**src/rtl/cp0_exc_commit.sv**
```systemverilog
// ============================================================================
// Module   : cp0_exc_commit
// Brief    : CP0 exception commit: state registers, MTC0/MFC0, redirect PC,
//            Count/Compare timer interrupt.
// Revision : 1.0
// ============================================================================
`default_nettype none

module cp0_exc_commit #(
    parameter logic [31:0] VEC_BEV  = 32'hBFC0_0000,
    parameter logic [31:0] VEC_NORM = 32'h8000_0000
) (
    input  logic        clk,
    input  logic        rst,
    input  logic        we_i,
    input  logic [4:0]  waddr_i,
    input  logic [31:0] wdata_i,
    input  logic [4:0]  raddr_i,
    output logic [31:0] rdata_o,
    input  logic [5:0]  int_i,
    input  logic [31:0] exception_type_i,
    input  logic [31:0] current_pc_i,
    input  logic        is_in_delayslot_i,
    input  logic [31:0] bad_addr_i,
    input  logic        mem_store_i,
    output logic [31:0] status_o,
    output logic [31:0] cause_o,
    output logic [31:0] epc_o,
    output logic [31:0] badvaddr_o,
    output logic [31:0] count_o,
    output logic [31:0] compare_o,
    output logic        timer_int_o,
    output logic        flush_o,
    output logic [31:0] new_pc_o
);

    // Exception encodings shared with the exception encoder
    localparam logic [31:0] c_EXC_NONE       = 32'h0000_0000;
    localparam logic [31:0] c_EXC_INT        = 32'h0000_0001;
    localparam logic [31:0] c_EXC_DATA_MODIFY = 32'h0000_0002;
    localparam logic [31:0] c_EXC_INST_REFILL = 32'h0000_0003;
    localparam logic [31:0] c_EXC_INST_INVALID = 32'h0000_0004;
    localparam logic [31:0] c_EXC_DATA_REFILL = 32'h0000_0005;
    localparam logic [31:0] c_EXC_DATA_INVALID = 32'h0000_0006;
    localparam logic [31:0] c_EXC_INST_ADD_ERR = 32'h0000_0007;
    localparam logic [31:0] c_EXC_DATA_ADD_ERR_L = 32'h0000_0008;
    localparam logic [31:0] c_EXC_DATA_ADD_ERR_S = 32'h0000_0009;
    localparam logic [31:0] c_EXC_SYSCALL    = 32'h0000_000A;
    localparam logic [31:0] c_EXC_BREAK      = 32'h0000_000B;
    localparam logic [31:0] c_EXC_RI         = 32'h0000_000C;
    localparam logic [31:0] c_EXC_OVF        = 32'h0000_000D;
    localparam logic [31:0] c_EXC_ERET       = 32'h0000_000E;

    localparam logic [4:0]  c_REG_BADVADDR = 5'd8;
    localparam logic [4:0]  c_REG_COUNT    = 5'd9;
    localparam logic [4:0]  c_REG_COMPARE  = 5'd11;
    localparam logic [4:0]  c_REG_STATUS   = 5'd12;
    localparam logic [4:0]  c_REG_CAUSE    = 5'd13;
    localparam logic [4:0]  c_REG_EPC      = 5'd14;

    localparam logic [31:0] c_STATUS_MASK  = 32'h0040_FF03;
    localparam logic [31:0] c_STATUS_RST   = 32'h0040_0000;

    logic [31:0] status_q, status_d;
    logic [31:0] cause_q, cause_d;
    logic [31:0] epc_q, epc_d;
    logic [31:0] badvaddr_q, badvaddr_d;
    logic [31:0] count_q, count_d;
    logic [31:0] compare_q, compare_d;
    logic        tick_q, tick_d;
    logic        ti_d;

    logic        w_exc;
    logic        w_eret;
    logic        w_mtc0;
    logic        w_exl;
    logic        w_bev;
    logic [4:0]  w_exccode;
    logic        w_refill;
    logic        w_bad_inst;
    logic        w_bad_data;
    logic [31:0] w_base;
    logic [31:0] w_offset;

    assign w_exc  = (exception_type_i != c_EXC_NONE);
    assign w_eret = (exception_type_i == c_EXC_ERET);
    // A committing exception drops any MTC0 issued in the same cycle
    assign w_mtc0 = we_i && !w_exc;
    assign w_exl  = status_q[1];
    assign w_bev  = status_q[22];

    always_comb begin
        w_exccode  = 5'h0A;
        w_refill   = 1'b0;
        w_bad_inst = 1'b0;
        w_bad_data = 1'b0;
        case (exception_type_i)
            c_EXC_INT:            w_exccode = 5'h00;
            c_EXC_DATA_MODIFY: begin
                w_exccode  = 5'h01;
                w_bad_data = 1'b1;
            end
            c_EXC_INST_REFILL: begin
                w_exccode  = 5'h02;
                w_refill   = 1'b1;
                w_bad_inst = 1'b1;
            end
            c_EXC_INST_INVALID: begin
                w_exccode  = 5'h02;
                w_bad_inst = 1'b1;
            end
            c_EXC_DATA_REFILL: begin
                w_exccode  = mem_store_i ? 5'h03 : 5'h02;
                w_refill   = 1'b1;
                w_bad_data = 1'b1;
            end
            c_EXC_DATA_INVALID: begin
                w_exccode  = mem_store_i ? 5'h03 : 5'h02;
                w_bad_data = 1'b1;
            end
            c_EXC_INST_ADD_ERR: begin
                w_exccode  = 5'h04;
                w_bad_inst = 1'b1;
            end
            c_EXC_DATA_ADD_ERR_L: begin
                w_exccode  = 5'h04;
                w_bad_data = 1'b1;
            end
            c_EXC_DATA_ADD_ERR_S: begin
                w_exccode  = 5'h05;
                w_bad_data = 1'b1;
            end
            c_EXC_SYSCALL:        w_exccode = 5'h08;
            c_EXC_BREAK:          w_exccode = 5'h09;
            c_EXC_RI:             w_exccode = 5'h0A;
            c_EXC_OVF:            w_exccode = 5'h0C;
            default:              w_exccode = 5'h0A;
        endcase
    end

    // Redirect target
    always_comb begin
        w_base = w_bev ? VEC_BEV : VEC_NORM;
        if (w_refill && !w_exl) begin
            w_offset = w_bev ? 32'h0000_0200 : 32'h0000_0000;
        end else begin
            w_offset = w_bev ? 32'h0000_0380 : 32'h0000_0180;
        end
        flush_o  = w_exc;
        new_pc_o = w_eret ? epc_q : (w_base + w_offset);
    end

    // Timer: count advances every second cycle; TI is sticky until Compare is written
    always_comb begin
        tick_d  = ~tick_q;
        count_d = tick_q ? (count_q + 32'd1) : count_q;
        if (w_mtc0 && (waddr_i == c_REG_COUNT)) begin
            tick_d  = 1'b0;
            count_d = wdata_i;
        end
        ti_d = cause_q[30];
        if ((count_q == compare_q) && (count_q != 32'd0)) begin
            ti_d = 1'b1;
        end
        if (w_mtc0 && (waddr_i == c_REG_COMPARE)) begin
            ti_d = 1'b0;
        end
    end

    always_comb begin
        status_d   = status_q;
        cause_d    = cause_q;
        epc_d      = epc_q;
        badvaddr_d = badvaddr_q;
        compare_d  = compare_q;

        cause_d[30]    = ti_d;
        cause_d[15:10] = {int_i[5] | ti_d, int_i[4:0]};

        if (w_mtc0) begin
            case (waddr_i)
                c_REG_COMPARE: compare_d = wdata_i;
                c_REG_STATUS:  status_d  = (status_q & ~c_STATUS_MASK) | (wdata_i & c_STATUS_MASK);
                c_REG_CAUSE:   cause_d[9:8] = wdata_i[9:8];
                c_REG_EPC:     epc_d     = wdata_i;
                default:       ;
            endcase
        end

        if (w_eret) begin
            status_d[1] = 1'b0;
        end else if (w_exc) begin
            cause_d[6:2] = w_exccode;
            if (!w_exl) begin
                if (is_in_delayslot_i) begin
                    epc_d       = current_pc_i - 32'd4;
                    cause_d[31] = 1'b1;
                end else begin
                    epc_d       = current_pc_i;
                    cause_d[31] = 1'b0;
                end
            end
            status_d[1] = 1'b1;
            if (w_bad_inst) begin
                badvaddr_d = current_pc_i;
            end else if (w_bad_data) begin
                badvaddr_d = bad_addr_i;
            end
        end
    end

    always_ff @(posedge clk or posedge rst) begin
        if (rst) begin
            status_q   <= c_STATUS_RST;
            cause_q    <= 32'd0;
            epc_q      <= 32'd0;
            badvaddr_q <= 32'd0;
            count_q    <= 32'd0;
            compare_q  <= 32'd0;
            tick_q     <= 1'b0;
        end else begin
            status_q   <= status_d;
            cause_q    <= cause_d;
            epc_q      <= epc_d;
            badvaddr_q <= badvaddr_d;
            count_q    <= count_d;
            compare_q  <= compare_d;
            tick_q     <= tick_d;
        end
    end

    always_comb begin
        case (raddr_i)
            c_REG_BADVADDR: rdata_o = badvaddr_q;
            c_REG_COUNT:    rdata_o = count_q;
            c_REG_COMPARE:  rdata_o = compare_q;
            c_REG_STATUS:   rdata_o = status_q;
            c_REG_CAUSE:    rdata_o = cause_q;
            c_REG_EPC:      rdata_o = epc_q;
            default:        rdata_o = 32'd0;
        endcase
    end

    assign status_o    = status_q;
    assign cause_o     = cause_q;
    assign epc_o       = epc_q;
    assign badvaddr_o  = badvaddr_q;
    assign count_o     = count_q;
    assign compare_o   = compare_q;
    assign timer_int_o = cause_q[30];

endmodule

`default_nettype wire

```
**config.mk**
```make
export PLATFORM = sky130hd
export DESIGN_NAME = cp0_exc_commit
export DESIGN_NICKNAME = d
export VERILOG_FILES = /design/src/rtl/cp0_exc_commit.sv
export SDC_FILE = /design/constraint.sdc
export NUM_CORES = 1
export LEC_CHECK = 0
export ABC_AREA = 1
export BUFFER_PORTS_ARGS = -buffer_cell sky130_fd_sc_hd__buf_2
export CORE_AREA = 2 2 158 160
export DETAILED_ROUTE_END_ITERATION = 10
export DIE_AREA = 0 0 160 162
export PLACE_DENSITY = 0.77
export SLEW_MARGIN = 0
export SYNTH_ARGS = -nofsm -noshare
export SYNTH_HDL_FRONTEND = slang
export SYNTH_SLANG_ARGS = --single-unit
```
**constraint.sdc**
```tcl
create_clock -name clk -period 6.5 [get_ports clk]
set_clock_uncertainty 0.15 [all_clocks]
set_input_delay 0.325 -clock clk [delete_from_list [all_inputs] [get_ports clk]]
set_output_delay 0.325 -clock clk [all_outputs]
set_load 0.03 [all_outputs]
```
# Word level (Yosys, flattened, before mapping)
# Cells that the tools add are included.
# word_totals
ff_bits	176
in_bits	149
output_inout_bits	258
wordCells	99
# op_classes
n_addsub	3
eq_ne	25
mux	29
bitwise_logic	5
n_reduce_logical	26
# op_table
operator	n
$mux W32	11
$eq A32 B4 Y1 const B	6
$pmux W32 S6	1
$eq A32 B3 Y1 const B	4
$eq A32 B2 Y1 const B	2
$reduce_bool A32 Y1	2
$eq A5 B4 Y1 const B	11
$pmux W4 S9	1
$add A32 B1 Y32 const B	1
$add A32 B32 Y32	1
$eq A32 B1 Y1 const B	1
$eq A32 B32 Y1	1
$or A32 B23 Y32	1
$sub A32 B3 Y32 const B	1
$mux W10	3
$mux W30	1
$mux W1	10
$reduce_and A2 Y1	5
$reduce_or A2 Y1	4
$reduce_and A3 Y1	2
$reduce_bool A3 Y1	2
$logic_and A1 B1 Y1	5
$reduce_or A5 Y1	1
$mux W2	2
other kinds (5)	9

# Depth between registers and ports, before layout
# Gate-level depths: netlist (run 1).
# depth
ltp_word	7
ltp_mapped	13
depth_no_buf	13

# Worst setup path before layout (run 1)
# No wires, ideal clock.
# synth_timing
path_kind	input port to output port
from	in raddr_i[4]
to	out rdata_o[17]
arrival_time_ps	1780
t_required_ps	6025
path_slack_ps	4245
stages	6
n_path_buf	1
path_cell_list	inv_1 > nand2_1 > nor2_1 > nand3_1 > clkbuf_1 > o21ai_0
# synth_between
elab_chain_len	2
elab_cells_between_ends	7
classes_between	eq/ne: 6; mux: 1
# synth_lines
item	line	rtl
from (decl)	18	input logic [4:0] raddr_i,
$eq A5 B4 Y1	233	case (raddr_i)
$pmux W32 S6 (*)	233	
to (decl)	19	output logic [31:0] rdata_o,
# Every way passes the cells marked *; elsewhere a longest branch is shown, timed or not.

# Final worst setup path (run 1)
# layout_timing
from	in raddr_i[4]
to	out rdata_o[16]
# The elaborated chain is that of the path after synthesis.

==> results of run 1 <==
## path summary, 6_finish.rpt
check,end,cells past startpoint
worst max register to register,count_o[4],5
worst min register to register,status_o[22],2
min in group clk,count_o[0],3
worst min-delay path,count_o[8],2
max in group asynchronous,badvaddr_o[30],3
worst max-delay path,rdata_o[16],9
## logic make-up (layout without fill, tap and decap cells)
| kind of cell | Yosys count | count (layout) |
|---|---|---|
| AO/OA/AOI/OAI | 219 | 219 |
| XOR/XNOR | 33 | 33 |
| adder cells (fa/ha/maj) | 3 | 3 |
| buffers and inverters | 323 | 619 |
| flip-flops | 154 | 154 |
| other | 1 | 39 |
| AND/OR/NAND/NOR | 1161 | 1161 |
## registers in the layout, indices dropped and copies added, names as in the netlist
name,flops
count_o,32
badvaddr_o,32
cause_o,14
epc_o,32
tick_q,1
status_o,11
compare_o,32
## worst register-to-register path, stage by stage (launching register included)
cell	delay, ns
dfrtp_1	0.73
inv_1	0.72
nand2_1	0.11
inv_1	0.91
nand2_1	0.14
nand3_1	0.12
## layout make-up
class	count	area share
clock buffers	18	0.0311
clock inverters	14	0.00816
inverters	199	0.0535
multi-input cells	1455	0.461
flip-flops and latches	154	0.273
well taps	324	0.0287
repair buffers	388	0.144
## power by group
part           switching (W)  total (W)  internal, W  leakage [nW]
Sequential        0.00000134   0.000961     0.000960          2.01
Combinational       0.000165   0.000226    0.0000607          5.43
Clock               0.000481   0.000990     0.000509         0.264
## per-layer routing
layer / vias up / GRT usage / part of all wire
met5: - / 0 / 0
met3: 170 / 0.0868 / 0.12
li1: 6578 / - / -
met4: 0 / 0.186 / 0.048
met2: 980 / 0.638 / 0.44
met1: 6678 / 0.559 / 0.39
## cells in the final DEF, fill, tap and decap left out, types with 39 or more instances in the layout
cell type / n
nor2_1: 183
inv_1: 189
a21oi_1: 43
dfrtp_1: 153
nand3_1: 193
buf_2: 367
conb_1: 39
o21ai_0: 109
nand2_1: 711
## stage by stage
stage                     setup slack, ns  instances
after floorplan                      1.88       1932
after global placement               2.59       2507
after detailed placement             2.50       2507
after CTS                            2.50       2552
after global routing                 2.09       2552
final                                2.39       2552
## what timing repair did
action | in CTS | in global routing
endpoints found under the setup margin | 0 | 0
setup buffers | 0 | 0
hold buffers | 13 | 0
endpoints found under the hold margin | 13 | 0
==> results.md, run 1 <==
* Status: finished, violations left
* Violated checks: hold timing
* Max-slew violations at 0
* P per Cell Area at 154 nW/µm²
* Synthesized cell area at 11700 µm²
* Multi-input logic area at 6510 µm²
* Final hold slack at -0.0801 ns
* Vias in the first global route at 13100
* Via count of the routed design at 14400
* Cell Chain, Critical Path: buf_2, inv_1, nand2_1, nor2_2, nand2_1, inv_1, nand2_1, o2111ai_1, buf_2
* Post-synthesis xor/xnor area fraction at 0.0248
* I/O Buffers at 367
* Total of max-cap violations at 0
* Core box area at 24100 µm²
* CTS Root Cell: clkbuf_16
* CTS buffer count at 17
* Largest fanout on the critical path at 34
* Family with the most delay on the worst path: simple AND/OR/NAND/NOR gates
* Worst Path Arrival at 3.63 ns
* DP Wirelength at 42.2 mm
* Total Neg Setup Slack at 0 ns
* Register area at 3850 µm²
* Largest family of logic cells by synthesized area: simple AND/OR/NAND/NOR gates
* #FFs+latches synth at 154
* Mux contribution to synthesized area at 0
* Period minus WS final at 4.11 ns
* Leading area contributor after synthesis: dfrtp_1
* Worst r2r src: tick_q
* Worst setup SP type: input pin
* WP data required at 6.02 ns
* Yosys cell types at 46
* Slew HR at 0.124
* Area Growth Syn to Fin at 21.0%
* Post-Syn Instances at 1894
* Nets at 2367
* Fmax at 243 MHz
* Sequential area share after synthesis at 0.331
* CTS tree: built
* Total power at 0.00218 W
* Post-route cell area at 14100 µm²
* Buf+Inv Stages, Crit Path at 4
* Detailed-route DRC error count at 0
* Placed inst area at 13400 µm²
* Clk Latency, worst-skew pair at 0.45 ns
* Initial DRC Count at 1908
* Htree depth at 4
* Synth Area in Compound Gates at 0.102
* Die Span Y at 162 µm
* Final hold violation count at 29
* Dominant cells by area after synthesis: dfrtp_1, nand2_1, nand3_1
* Post-Synth Adder-Cell Area at 0.00322
* Die ar. at 25900 µm²
* CTS Sinks at 154
* Post-synthesis async set-or-reset flop share at 1.00
* Mapped Avg Cell Area at 6.16 µm²
* EDFF count, synth at 0
* Layout cell share with drive strength beyond 1 at 0.198
* First-pass GRT wire length at 80.7 mm
* Max stage delay on crit path at 1.03 ns
* Die X at 160 µm
* GR Overflow Total at 0
* Clock-pin transition on the worst setup and hold timing paths at 0.08 ns
* HP Class: in -> async
* RSZ-0062 raised after global routing: false
* Worst R2R Setup Slack at 3.55 ns
* CP max stage cell: nand2_1
* Area share of and/or/nand/nor cells after synthesis at 0.414
* Clock Tree Buf Depth at 2
* Total Routed Length at 54.3 mm
* Final ANT Viol Nets at 0
* Core Util, Final at 0.585
* Top Ports at 407
* Initial antenna violation count at 0
* Routed WL per cell at 21.3 µm
* Starting Density at 0.484
* Final Cycle Share at 0.632
* Post-synth top cells: nand2_1, nand3_1, inv_1, nor2_1, dfrtp_1
* Std cell rows at 57
* Layout fillers at 2415
* Placer Congestion at 1.02
* Via density at 5.64
* Least-Margin Pin Slew at 1.30 ns
* All-Layer GR Usage at 0.413
* Setup violators final at 0
* Crit. End Element: primary output
* Ant. Diodes at 0
* Post-CTS resize count at 0
* Largest net degree at the start of global routing at 107
* Most frequent cell after synthesis: nand2_1
* Synth top area share at 0.328
* Cell repeated most along the worst path: nand2_1
* Pre-Repair DR Iteration Count at 6
* Crit Path Class: in -> out
* Static Leak at 7.70 nW
* Number of synthesis warnings at 0
* Critical Path Start: raddr_i[4]
* Main flop type after synthesis: dfrtp_1
* Peak supply drop at 0.178 mV
(Power assumes the default switching activity.)
==> run 2, diff against run 1 <==
- CORE_AREA: 2 2 158 160 -> default
- CORE_MARGIN: default -> 2
- CORE_UTILIZATION: default -> 47
- DIE_AREA: 0 0 160 162 -> default
- PLACE_DENSITY: 0.77 -> 0.79
- clock period: 6.5 -> 3.6 ns (I/O delays scaled with it)
==> run 2 against run 1 <==
  * The run now ends clean
  * Final cell count increased by 4.3%
  * Register-to-register slack got worse by 2.6 ns
  * Largest cell class unchanged
  * Non-clock buffer count grew 109
  * Global-route usage decreased by 1.6 points
  * Worst setup slack worse by 1.6 ns
  * Sequential power increased by 81%
  * Routed wire length fell by 2.8%
  * Die area rose by 0.63%
  * Utilization grew 4.0 points
  * Critical path depth is 3 higher
  * Via count up 2.0%
==> results.md, run 2 (synthesis results as in run 1) <==
* Status: finished, final reports clean
* CTS buffer count at 17
* Initial DRC Count at 1972
* Die X at 162 µm
* Final Cycle Share at 0.778
* Max-slew violations at 0
* Clk Latency, worst-skew pair at 0.43 ns
* Initial antenna violation count at 0
* Setup ws final at 0.798 ns
* Final ANT Viol Nets at 0
* Clock Tree Buf Depth at 2
* Total Neg Setup Slack at 0 ns
* Core box area at 24300 µm²
* Std cell rows at 57
* Slew HR at 0.177
* Detailed-route DRC error count at 0
* Pre-Repair DR Iteration Count at 8
* CTS Sinks at 154
* Least-Margin Pin Slew at 1.23 ns
* HP Class: in -> reg
* Sw Share at 0.276
* Dpl ws at 0.774 ns
* Via density at 5.52
* Via count of the routed design at 14700
* Final hold slack at 0.00864 ns
* Placer Congestion at 1.02
* Static Leak at 8.18 nW
* Clock-pin transition on the worst setup and hold timing paths at 0.07 ns
* All-Layer GR Usage at 0.397
* Post-CTS Setup Inserts at 0
* GR Overflow Total at 0
* Sequential share of power at 0.430
* Layout cell share with drive strength beyond 1 at 0.196
* First-pass GRT wire length at 78.8 mm
* Internal power at 0.00292 W
* Total of max-cap violations at 0
* Crit Path Class: in -> reg
* Routed WL per cell at 19.8 µm
* Cell Chain, Critical Path: buf_2, nor2_1, nand2_1, inv_1, nand3_1, inv_1, o21ai_2, nand2_1, nand2_1, dlygate4sd3_1, o21ai_0, nand2_1
* Worst setup SP type: input pin
* Vias in the first global route at 13600
* Crit. End Element: register
* Largest fanout on the critical path at 32
* Clock share of power at 0.447
* Hold path cells at 5
* CTS Root Cell: clkbuf_16
* Final hold violation count at 0
* CTS tree: built
* Period minus WS final at 2.80 ns
* Most frequent cells in the layout: nand2_1, buf_2, nand3_1, inv_1, nor2_1
* Top Ports at 407
* Worst R2R Path Depth at 10
* Die Span Y at 162 µm
* P per Cell Area at 265 nW/µm²
* Htree depth at 4
* NetSw at 0.00111 W
* Max stage delay on crit path at 0.93 ns
* Starting Density at 0.479
* DP Wirelength at 40.8 mm
* Largest net degree at the start of global routing at 46
* Die ar. at 26100 µm²
* Nets at 2476
* Worst Path Arrival at 3.02 ns
* RSZ-0062 raised after global routing: false
* Most common cell after layout, fill and taps aside: nand2_1
* I/O Buffers at 367
* Fmax at 357 MHz
* Peak supply drop at 0.194 mV
* Setup violators final at 0
* Combinational share of power at 0.123
* Area Growth Syn to Fin at 30.5%
* Total Routed Length at 52.8 mm
* CP max stage cell: o21ai_2
* WP data required at 3.81 ns
* Cell repeated most along the worst path: nand2_1
* Ant. Diodes at 0
run 2: changes by cell type in the layout (fill, tap and decap cells not counted):
cell,change
buf_12,+2
buf_4,+15
bufinv_16,+1
inv_8,-1
inv_6,-2
dlygate4sd3_1,+92
clkinv_4,+3
clkinv_2,-2
clkbuf_8,+1
run 2: stage by stage:
| step | cells | cell area [µm²] | util | power (W) |
|---|---|---|---|---|
| global placement | 2524 | 13600 | 0.558 | 0.00216 |
| detailed placement | 2524 | 13600 | 0.558 | 0.00216 |
| global route | 2661 | 15200 | 0.625 | 0.00415 |
| CTS | 2661 | 15200 | 0.625 | 0.00402 |
| floorplan | 1932 | 11800 | - | 0.00200 |
| finish | 2661 | 15200 | 0.625 | 0.00403 |
run 2: timing repair:
| item | in CTS | in global routing |
|---|---|---|
| hold endpoints to repair | 157 | 0 |
| gates resized for setup | 0 | 0 |
| hold buffers | 105 | 0 |
run 2: final cells by class:
type	instances	area (µm²)
clock buffer	19	453
clock inverter	13	134
fill	2286	9110
inverter	199	753
multi-input combinational	1455	6510
sequential	154	3850
tap	324	405
timing repair buffer	497	3100
run 2: final timing paths:
check,startpoint,endpoint,slack [ns]
worst max-delay path,exception_type_i[7],badvaddr_o[30],0.80
worst min-delay path,current_pc_i[2],badvaddr_o[2],0.009
worst max register to register,count_o[0],count_o[26],0.95
worst min register to register,cause_o[8],cause_o[8],0.39
max in group asynchronous,rst,epc_o[18],2.02
min in group asynchronous,rst,count_o[9],0.36
run 2: power by group through the flow:
stage	clock network (W)	logic, W	registers [W]
floorplan	0	0.000226	0.00178
global placement	0	0.000391	0.00177
global route	0.00188	0.000528	0.00173
finish	0.00180	0.000495	0.00174
CTS	0.00181	0.000479	0.00174
detailed placement	0	0.000392	0.00177
run 2: per-layer routing:
metal	vias to the layer above	share of wire	GRT usage
met5	-	0	0
met4	0	0.037	0.151
met3	129	0.12	0.0752
met2	1045	0.46	0.636
met1	6722	0.39	0.533
li1	6791	-	-
run 2: worst max-delay path, delay by kind of cell:
family,cells,cell delay (ns)
AO/OA/AOI/OAI,2,1.01
buffers and inverters,4,0.90
AND/OR/NAND/NOR,6,0.93
==> run 3, diff against run 2 <==
- CORE_AREA: default -> 2 2 158 160
- CORE_MARGIN: 2 -> default
- CORE_UTILIZATION: 47 -> default
- DIE_AREA: default -> 0 0 160 162
- PLACE_DENSITY: 0.79 -> 0.77
- clock period: 3.6 -> 2.8 ns (I/O delays scaled with it)
==> run 3 against run 2 <==
  * First-iteration DRC count rose by 12%
  * Clock power rose by 36%
  * Combinational power rose by 41%
  * Flip-flop and latch count did not move
  * Clock-buffer cell count rose by 1
  * Utilization rose by 2.1 points
  * Critical path depth fell by 4
==> results.md, run 3 (synthesis results as in run 1) <==
* Setup violators final at 0
* Die X at 160 µm
* Static Leak at 8.36 nW
* Area Growth Syn to Fin at 33.7%
* Peak supply drop at 0.270 mV
* HP Class: in -> reg
* Total Neg Setup Slack at 0 ns
* Fmax at 382 MHz
* Via density at 5.73
* Starting Density at 0.484
* Die Span Y at 162 µm
* First-pass GRT wire length at 86.7 mm
* Sequential share of power at 0.416
* Period minus WS final at 2.62 ns
* Worst setup SP type: register
* Least-Margin Pin Slew at 1.28 ns
* Clk Latency, worst-skew pair at 0.44 ns
* Pre-Repair DR Iteration Count at 7
* Crit Path Class: reg -> reg
* NetSw at 0.00153 W
* Hold path cells at 5
* Worst Path Arrival at 2.84 ns
* GR Overflow Total at 0
* Final Cycle Share at 0.934
* Std cell rows at 57
* CTS Sinks at 154
* Hold Startpoint: current_pc_i[13]
* CP max stage cell: dfrtp_1
* DP Wirelength at 42.8 mm
* Combinational share of power at 0.130
* Vias in the first global route at 14300
* Sw Share at 0.285
* Clock-pin transition on the worst setup and hold timing paths at 0.07 ns
* Top Ports at 407
* Non-Filler Instances at 2698
* Via count of the routed design at 15500
* Worst R2R Setup Slack at 0.18 ns
* RSZ-0062 raised after global routing: false
* Ant. Diodes at 0
* WP data required at 3.02 ns
* Slew HR at 0.145
* P per Cell Area at 344 nW/µm²
* Min-Delay Endpoint: epc_o[13]
* Max-slew violations at 0
* Inst Count DP at 2536
* Clock Tree Buf Depth at 2
* Total of max-cap violations at 0
* Cell Chain, Critical Path: ha_1, nand3_1, inv_1, nand2_1, nor2_2, xor2_1, nand3_1, nand3_1
* CTS tree: built
* I/O Buffers at 367
* Nets at 2513
* Htree depth at 4
* Initial DRC Count at 2199
* Routed WL per cell at 21.8 µm
* Placer Congestion at 1.08
* Max stage delay on crit path at 0.59 ns
* Cell repeated most along the worst path: nand3_1
* Core box area at 24100 µm²
* CTS Root Cell: clkbuf_16
* Post-CTS Setup Inserts at 0
* Largest fanout on the critical path at 8
* Total Routed Length at 58.8 mm
* R2r endpoint: count_o[10]
* Final hold violation count at 0
* Worst R2R Path Depth at 8
* Largest net degree at the start of global routing at 55
* Crit. End Element: register
* Detailed-route DRC error count at 0
* CTS buffer count at 17
* Final ANT Viol Nets at 0
* Total power at 0.00537 W
* Core Util, Final at 0.647
* Most frequent cells in the layout: nand2_1, buf_2, nand3_1, inv_1, nor2_1
* All-Layer GR Usage at 0.442
* Die ar. at 25900 µm²
* Initial antenna violation count at 3
* Internal power at 0.00384 W
* Layout cell share with drive strength beyond 1 at 0.198
* Clock share of power at 0.455
* Status: finished, final reports clean
* Layout fillers at 2208
* Worst r2r src: count_o[0]
* Most common cell after layout, fill and taps aside: nand2_1
[run 3: cell count changes in the layout (fill, tap and decap cells not counted), sizes merged]
cell,delta
inv,-2
clkbuf,+1
bufinv,+1
buf,+12
dlygate4sd3,+25
[run 3: metal layers]
layer  track usage  vias to the layer above  part of all wire
li1              -                     6884                 -
met1         0.594                     7155              0.38
met2         0.696                     1248              0.45
met3         0.112                      170              0.14
met4         0.153                        4             0.037
met5             0                        -           0.00044
[run 3: area by class of cell]
cell class	count	area, µm²	area share
Inverter	199	753	0.0483
Clock inverter	12	140	0.00899
Tap cell	324	405	0.0260
Clock buffer	20	447	0.0287
Sequential cell	154	3850	0.247
Multi-Input combinational cell	1455	6520	0.418
Timing Repair Buffer	534	3470	0.222
[run 3: critical path, delay by kind of cell, from the launching register on]
| family | cells | cell delay (ns) |
|---|---|---|
| simple gates | 5 | 1.00 |
| flops | 1 | 0.59 |
| fa+ha+maj | 1 | 0.34 |
| xor+xnor | 1 | 0.25 |
| buf+inv | 1 | 0.22 |
[run 3: power groups by stage]
stage          clock network [W]  logic (W)  registers (W)
2_1_floorplan                  0   0.000291        0.00228
3_3_place_gp                   0   0.000520        0.00227
3_5_place_dp                   0   0.000519        0.00227
4_1_cts                  0.00242   0.000658        0.00223
5_1_grt                  0.00250   0.000734        0.00223
6_report                 0.00244   0.000696        0.00223
[run 3: what timing repair did]
| item | 4_1_cts | 5_1_grt |
|---|---|---|
| hold buffers | 130 | 0 |
| endpoints found under the hold margin | 298 | 0 |
| endpoints found under the setup margin | 0 | 29 |
| resized for setup | 0 | 2 |
[run 3: metrics by stage]
step | hold WS, ns | instance area, µm² | worst slack, ns
after floorplan | 0.0214 | 11800 | 0.566
after global placement | 0.0158 | 13700 | 0.122
after detailed placement | 0.0164 | 13700 | 0.136
after CTS | 0.00166 | 15600 | 0.116
after global routing | 0.0506 | 15600 | 0.0371
final | 0.0290 | 15600 | 0.184
[run 3: worst max path at each step]
stage / startpoint / end / cells past startpoint / slack [ns]
after CTS: count_o[0] / count_o[10] / 8 / 0.12
after detailed placement: count_o[0] / count_o[10] / 8 / 0.14
after floorplan: rst / badvaddr_o[0] / 1 / 0.57
after global placement: count_o[0] / count_o[10] / 8 / 0.12
final: count_o[0] / count_o[10] / 8 / 0.18
after global routing: count_o[0] / count_o[30] / 10 / 0.04
